## config.mk

```make
export PLATFORM = sky130hd
export DESIGN_NAME = ycbcr2rgb
export DESIGN_NICKNAME = d
export VERILOG_FILES = /design/src/rtl/ycbcr2rgb.sv
export SDC_FILE = /design/constraint.sdc
export NUM_CORES = 1
export LEC_CHECK = 0
export CORE_MARGIN = 4
export CORE_UTILIZATION = 40
export CTS_CLUSTER_SIZE = 12
export DETAILED_ROUTE_END_ITERATION = 8
export PLACE_DENSITY = 0.61
export SLEW_MARGIN = 5
export SYNTH_ARGS = -nofsm -noshare
export SYNTH_HDL_FRONTEND = slang
export SYNTH_SLANG_ARGS = --single-unit
```

## constraint.sdc

```tcl
create_clock -name clk -period 9.2 [get_ports clk]
set_clock_uncertainty 0.15 [all_clocks]
set_input_delay 1.38 -clock clk [delete_from_list [all_inputs] [get_ports clk]]
set_output_delay 1.38 -clock clk [all_outputs]
set_load 0.05 [all_outputs]
```

## src/rtl/ycbcr2rgb.sv

```systemverilog
// rtl/ycbcr2rgb.sv - BT.601 studio-range YCbCr to full-range RGB, 4-stage pipeline
//
// Ports:
//   clk, rst_n                 rising-edge clock, asynchronous active-low reset
//   in_y, in_cb, in_cr [7:0]   input sample
//   in_sof, in_eol             sideband, qualified by in_valid
//   in_valid / in_ready        input handshake (in_ready is combinational)
//   out_r, out_g, out_b [7:0]  registered RGB result
//   out_sof, out_eol           sideband aligned with the RGB result
//   out_valid / out_ready      output handshake
module ycbcr2rgb (
  input  logic       clk,
  input  logic       rst_n,
  input  logic [7:0] in_y,
  input  logic [7:0] in_cb,
  input  logic [7:0] in_cr,
  input  logic       in_sof,
  input  logic       in_eol,
  input  logic       in_valid,
  output logic       in_ready,
  output logic [7:0] out_r,
  output logic [7:0] out_g,
  output logic [7:0] out_b,
  output logic       out_sof,
  output logic       out_eol,
  output logic       out_valid,
  input  logic       out_ready
);

  // Whole pipeline moves as one: it advances whenever the output slot is
  // free or being drained this cycle, otherwise every stage holds.
  logic en;
  assign en       = out_ready | ~out_valid;
  assign in_ready = en;

  // Stage 1: offset-removed components
  logic              s1_v;
  logic [1:0]        s1_sb;  // {sof, eol}
  logic signed [9:0] s1_c, s1_d, s1_e;

  // Stage 2: products
  logic               s2_v;
  logic [1:0]         s2_sb;
  logic signed [19:0] s2_rc, s2_re, s2_gd, s2_ge, s2_bd;

  // Stage 3: rounded sums (+128 is the half-LSB for the later >>> 8)
  logic               s3_v;
  logic [1:0]         s3_sb;
  logic signed [19:0] s3_r, s3_g, s3_b;

  function automatic logic signed [19:0] sx20(input logic signed [9:0] v);
    return {{10{v[9]}}, v};
  endfunction

  // (v >>> 8) clamped to 0..255: negative -> 0, v >= 256*256 -> 255
  function automatic logic [7:0] clamp8(input logic signed [19:0] v);
    if (v < 20'sd0)
      return 8'd0;
    else if (v > 20'sd65535)
      return 8'hff;
    else
      return v[15:8];
  endfunction

  always_ff @(posedge clk or negedge rst_n) begin
    if (!rst_n) begin
      s1_v  <= 1'b0;
      s1_sb <= 2'b00;
      s1_c  <= '0;
      s1_d  <= '0;
      s1_e  <= '0;
    end else if (en) begin
      // Bubble data is loaded too; only the valid bit matters for it.
      s1_v  <= in_valid;
      s1_sb <= {in_sof, in_eol};
      s1_c  <= {2'b00, in_y}  - 10'd16;
      s1_d  <= {2'b00, in_cb} - 10'd128;
      s1_e  <= {2'b00, in_cr} - 10'd128;
    end
  end

  always_ff @(posedge clk or negedge rst_n) begin
    if (!rst_n) begin
      s2_v  <= 1'b0;
      s2_sb <= 2'b00;
      s2_rc <= '0;
      s2_re <= '0;
      s2_gd <= '0;
      s2_ge <= '0;
      s2_bd <= '0;
    end else if (en) begin
      s2_v  <= s1_v;
      s2_sb <= s1_sb;
      s2_rc <= sx20(s1_c) * 20'sd298;
      s2_re <= sx20(s1_e) * 20'sd409;
      s2_gd <= sx20(s1_d) * 20'sd100;
      s2_ge <= sx20(s1_e) * 20'sd208;
      s2_bd <= sx20(s1_d) * 20'sd516;
    end
  end

  always_ff @(posedge clk or negedge rst_n) begin
    if (!rst_n) begin
      s3_v  <= 1'b0;
      s3_sb <= 2'b00;
      s3_r  <= '0;
      s3_g  <= '0;
      s3_b  <= '0;
    end else if (en) begin
      s3_v  <= s2_v;
      s3_sb <= s2_sb;
      s3_r  <= s2_rc + s2_re + 20'sd128;
      s3_g  <= s2_rc - s2_gd - s2_ge + 20'sd128;
      s3_b  <= s2_rc + s2_bd + 20'sd128;
    end
  end

  always_ff @(posedge clk or negedge rst_n) begin
    if (!rst_n) begin
      out_valid <= 1'b0;
      out_sof   <= 1'b0;
      out_eol   <= 1'b0;
      out_r     <= 8'd0;
      out_g     <= 8'd0;
      out_b     <= 8'd0;
    end else if (en) begin
      out_valid <= s3_v;
      out_sof   <= s3_sb[1];
      out_eol   <= s3_sb[0];
      out_r     <= clamp8(s3_r);
      out_g     <= clamp8(s3_g);
      out_b     <= clamp8(s3_b);
    end
  end

endmodule

```

==> results of run 1 <==
[flip-flops by register name, summed over array words and instances, names as in the netlist, 12 cells and up]
name and cells:
s2_ge 12, s3_r 12, s2_bd 18, s2_gd 12
s3_b 12, s2_re 19, s2_rc 18, s3_g 12
[cells in the final DEF (no fill, tap or decap), types with 8 or more instances in the layout]
cell type,instances
ha_1,258
nand2_1,235
inv_1,189
dfrtp_1,176
nor2_1,111
a21oi_1,108
o21ai_0,70
clkdlybuf4s50_1,56
fa_1,54
xnor2_1,51
o31ai_1,34
xor2_1,26
nand3_1,25
a21o_1,23
nor3_1,19
clkbuf_16,17
nand4_1,13
o21bai_1,11
a211oi_1,9
o211ai_1,9
and3_1,8
or3_1,8
[synthesized netlist by cell type (all sizes together), types with 26 or more instances]
cell type / count
dfrtp: 176
ha: 258
nand2: 235
clkbuf: 42
nand3: 26
nor2: 111
o31ai: 35
o21ai: 77
xor2: 26
fa: 54
xnor2: 51
a21oi: 110
inv: 190
[worst max-delay path, delay by kind of cell]
kind,cells,cell delay [ps]
buffers and inverters,3,2010
AND/OR/NAND/NOR,1,70
[stage by stage]
step                       util  cell area (um2)  cells  hold slack (ps)  worst slack (ps)
after floorplan               -            14400   1586              280              4910
after global placement    0.432            15300   2049              299              4110
after detailed placement  0.432            15300   2049              296              4120
after CTS                 0.449            15900   2081              324              4120
after global routing      0.449            15900   2081              343              4010
final                     0.449            15900   2081              318              4120
[routing by layer]
metal  vias to the layer above  wire [um]  part of all wire
met2                       125      13600              0.44
li1                       5412          -                 -
met5                         -          0                 0
met1                      4881      16000              0.52
met4                         0        393             0.013
met3                        24        856             0.028
[logic make-up (layout without fill, tap and decap cells)]
kind of cell             after synthesis  in the layout
buffers and inverters                249            283
adder cells (fa/ha/maj)              312            312
multiplexers                           7              7
flip-flops                           176            176
AO/OA/AOI/OAI                        322            322
XOR/XNOR                              77             77
AND/OR/NAND/NOR                      443            443
[layout make-up]
class / instances / area [um2] / share of cell area
clock inverters: 14 / 148 / 0.00927
well taps: 461 / 577 / 0.0362
multi-input cells: 1161 / 9020 / 0.567
flip-flops and latches: 176 / 4400 / 0.277
inverters: 191 / 722 / 0.0454
repair buffers: 60 / 609 / 0.0383
clock buffers: 18 / 439 / 0.0276
[path summary, 6_finish.rpt]
kind	startpoint	endpoint	slack, ps	depth (start not counted)
worst max register to register	s1_e[7]	s2_re[16]	4540	15
worst min-delay path	s3_v	out_valid	320	1
worst max-delay path	out_ready	in_ready	4120	4
min in group asynchronous	rst_n	out_b[1]	890	1
max in group asynchronous	rst_n	s1_e[6]	6460	2
worst min register to register	s3_v	out_valid	320	1
==> flow_metrics.tcl, run 1 <==
set metrics [dict create \
    run_status "finished clean" \
    crit_path_top_delay_cell "clkdlybuf4s50_1" \
    final-hold-violation-count 0 \
    first_iter_violations 527 \
    clock_buffer_depth 2 \
    slew_violations 0 \
    wire_per_inst_um 14.8 \
    grtUsageMet3 0.0217 \
    n_antenna_cell 0 \
    cts.htree.levels 4 \
    floorplan.io_pins 58 \
    synth_fa_ha_area_frac 0.300 \
    ys_dominant_reg_cell "dfrtp_1" \
    synthesis.yosys.warnings 0 \
    largest_family_of_logic_cells_by_synthesized_area "adder cells" \
    synth.ff_latch_count 176 \
    timing.critical_path.cells "clkdlybuf4s50_1 -> nor2b_4 -> inv_6 -> clkdlybuf4s50_1" \
    synthesized_area_fraction_occupied_by_and_or_nand_nor_cells 0.131 \
    detailed_route_wire_length_um 30900 \
    grt_setup_unrepaired "false" \
    nFillCells 3445 \
    worstMarginPinSlew_ps 931 \
    route.detailed.drc 0 \
    numClockSinks 176 \
    global_route.peak_usage_layer "met2" \
    post_route_cells_drive_above_1_share 0.0364 \
    total_cts_buffers 17 \
    route.antenna.remaining_nets 0 \
    count_of_instances_resized_after_the_clock_tree_is_built 0 \
    grt_start_max_net_pins 179 \
    final_number_of_setup_violating_endpoints 0 \
    ys_types 71 \
    place_congestion 0.872 \
    dieArea_um2 39000 \
    worstPathRequired_ps 7670 \
    worstSkewPairLatency_ps 450 \
    num_rows 69 \
    fraction_of_the_mapped_netlist_area_in_compound_gates 0.145 \
    cts_setup_buffers 0 \
    yosys-mux-area-fraction 0.00488 \
    clk_pin_slew_ps 70 \
    use_met2 0.262 \
    synth-edff-count 0 \
    io_buffers 57 \
    hp-class "reg2reg" \
    crit_path_frequent_cell "clkdlybuf4s50_1" \
    die-height_um 197 \
    postSynthCellCount 1586 \
    cap_viol_max_count 0 \
    per_instance_average_area_after_synthesis_um2 9.05 \
    endpoint_type_of_the_worst_setup_path "primary output" \
    worstPathMaxFanout 111 \
    sequential_element_share_of_the_synthesized_area 0.307 \
    grtUsageTotal 0.166 \
    synth-xor-area-share 0.0470 \
    slew-limit-headroom 0.380 \
    achievable-frequency_ghz 0.197 \
    postSynthNetCount 1928 \
    placeable_core_region_um2 35500 \
    crit_arrival_ps 3550 \
    number_of_antenna_violations_at_the_first_check_in_global_routing 0 \
    synth_top_cell_area_share 0.307 \
    max_stage_delay_ps 950 \
    area_growth_syn_to_layout_pct 10.9 \
    post_synth_main_area_contributors "dfrtp_1 31%, ha_1 22%, fa_1 7.5%" \
    holdBufCountCts 0 \
    final.period_utilization 0.553 \
    wire_length_of_the_first_global_routing_pass_um 52900 \
    synth_area_um2 14400 \
    cts_tree "built" \
    async_flop_share 1.00 \
    vias_per_cell 5.02 \
    ctsRootBufferMaster "clkbuf_16" \
    dp_hpwl_um 23500 \
    timing.critical_path.from_type "input port" \
    finalCriticalPeriod_ps 5080 \
    die_w_um 197 \
    critical_path_class "in2out" \
    start_util 0.405 \
    synth_area_leader_cell "dfrtp_1" \
    grt_pass1_vias 10500 \
    route.vias.total 10400 \
    grt_util_met1 0.245 \
    finalSetupTns_ps 0 \
    num-nets-final 1949 \
    grt-ovfl-total 0 \
    drt-pass1-iter-count 5 \
]
Power of run 1 is not shown: default switching activity piles up to over one toggle a cycle in this logic, so the estimate is an artifact.
==> inputs of run 2 (changes only) <==
--- a/config.mk
+++ b/config.mk
@@ -9,7 +9,7 @@
 export CORE_UTILIZATION = 40
 export CTS_CLUSTER_SIZE = 12
 export DETAILED_ROUTE_END_ITERATION = 8
-export PLACE_DENSITY = 0.61
+export PLACE_DENSITY = 0.63
 export SLEW_MARGIN = 5
 export SYNTH_ARGS = -nofsm -noshare
 export SYNTH_HDL_FRONTEND = slang
==> constraint.sdc (replaced) <==
create_clock -name clk -period 4.4 [get_ports clk]
set_clock_uncertainty 0.15 [all_clocks]
set_input_delay 0.66 -clock clk [delete_from_list [all_inputs] [get_ports clk]]
set_output_delay 0.66 -clock clk [all_outputs]
set_load 0.05 [all_outputs]
==> flow_metrics.tcl, run 2 (same netlist as run 1, synthesis figures left out) <==
set metrics [dict create \
    dp_hpwl_um 24500 \
    slew_violations 0 \
    floorplan.io_pins 58 \
    reg2reg_setup_slack_ps 210 \
    most_common_cell_after_layout_fill_and_taps_aside "ha_1" \
    final.period_utilization 0.951 \
    holdBufCountCts 0 \
    route.vias.total 10600 \
    num_rows 69 \
    dieArea_um2 39000 \
    wire_length_of_the_first_global_routing_pass_um 54100 \
    critical_path_class "reg2reg" \
    worstMarginPinSlew_ps 773 \
    cap_viol_max_count 0 \
    crit_arrival_ps 4420 \
    worst_r2r_path_depth 15 \
    cts_setup_buffers 0 \
    cts.htree.levels 4 \
    grt_start_max_net_pins 179 \
    start_util 0.405 \
    register_name_with_the_most_flops "s2_re" \
    post_route_cells_drive_above_1_share 0.0472 \
    largest_reg_flops 19 \
    timing.critical_path.from_type "flip-flop" \
    grt_setup_unrepaired "false" \
    worstPathRequired_ps 4630 \
    finalSetupTns_ps 0 \
    detailed_route_wire_length_um 31500 \
    finalCriticalPeriod_ps 4190 \
    r2r_start "s1_e[6]" \
    count_of_instances_resized_after_the_clock_tree_is_built 0 \
    first_iter_violations 467 \
    worstSkewPairLatency_ps 450 \
    num-nets-final 1962 \
    layout_top_registers "s2_re: 19 flops, s2_bd: 18 flops, s2_rc: 18 flops" \
    achievable-frequency_ghz 0.239 \
    drt-pass1-iter-count 5 \
    endpoint_type_of_the_worst_setup_path "flip-flop" \
    r2r-end "s2_re[16]" \
    io_buffers 57 \
    clock_buffer_depth 2 \
    grt-ovfl-total 0 \
    wire_per_inst_um 15.1 \
    area_growth_syn_to_layout_pct 11.7 \
    grt_pass1_vias 10600 \
    final-hold-violation-count 0 \
    grtUsageTotal 0.170 \
    die-height_um 197 \
    worstPathMaxFanout 8 \
    vias_per_cell 5.06 \
    clk_pin_slew_ps 80 \
    place_congestion 0.880 \
    slew-limit-headroom 0.484 \
    layout.cells.most_common_list "258 x ha_1, 235 x nand2_1, 189 x inv_1" \
    numClockSinks 176 \
    placeable_core_region_um2 35500 \
    number_of_antenna_violations_at_the_first_check_in_global_routing 0 \
    hp-class "in2async" \
    cts_tree "built" \
    n_antenna_cell 0 \
    run_status "finished clean" \
    final_number_of_setup_violating_endpoints 0 \
    route.detailed.drc 0 \
    total_cts_buffers 17 \
    route.antenna.remaining_nets 0 \
    die_w_um 197 \
    ctsRootBufferMaster "clkbuf_16" \
]
run 2: stage by stage:
stage | hold WS [ps] | utilization | setup WS (ps) | instance area, um2 | instances
after floorplan | 214 | - | 109 | 14400 | 1586
after global placement | 298 | 0.435 | 157 | 15400 | 2062
after detailed placement | 306 | 0.435 | 92.3 | 15400 | 2062
after CTS | 140 | 0.452 | 65.2 | 16000 | 2094
after global routing | 166 | 0.452 | 10.3 | 16000 | 2094
final | 103 | 0.452 | 214 | 16000 | 2094
run 2: area by class of cell:
class | count | area [um2]
fill | 3482 | 19400
multi-input combinational | 1161 | 9030
sequential | 176 | 4410
inverter | 191 | 722
timing repair buffer | 73 | 717
tap | 461 | 577
clock buffer | 17 | 425
clock inverter | 15 | 163
run 2: critical path, cell delays in order, from the launching register on:
cell and delay, ps:
dfrtp_2 460, inv_1 140, ha_1 250, inv_1 60, ha_1 150, inv_1 60, fa_1 410, fa_1 520
inv_1 40, ha_1 290, ha_1 400, a21o_1 230, or3_1 330, o221ai_2 200, mux2i_1 200, and4bb_2 220
run 2: worst max-delay path by stage:
stage          depth (start not counted)    start         to  slack (ps)
5_1_grt                               15  s1_e[6]  s2_re[16]          10
3_5_place_dp                          14  s1_e[3]  s2_re[16]          90
2_1_floorplan                         16  s1_e[7]  s2_re[16]         110
4_1_cts                               14  s1_e[3]  s2_re[16]          70
3_3_place_gp                          14  s1_e[3]  s2_re[16]         160
6_report                              15  s1_e[6]  s2_re[16]         210
run 2: layer usage:
layer,part of all wire,GRT usage,vias to the layer above
met5,0,0,-
met4,0.017,0.0457,0
met3,0.028,0.0271,25
met2,0.45,0.269,126
met1,0.50,0.243,4999
li1,-,-,5444
Power of run 2 is left out for the same reason.
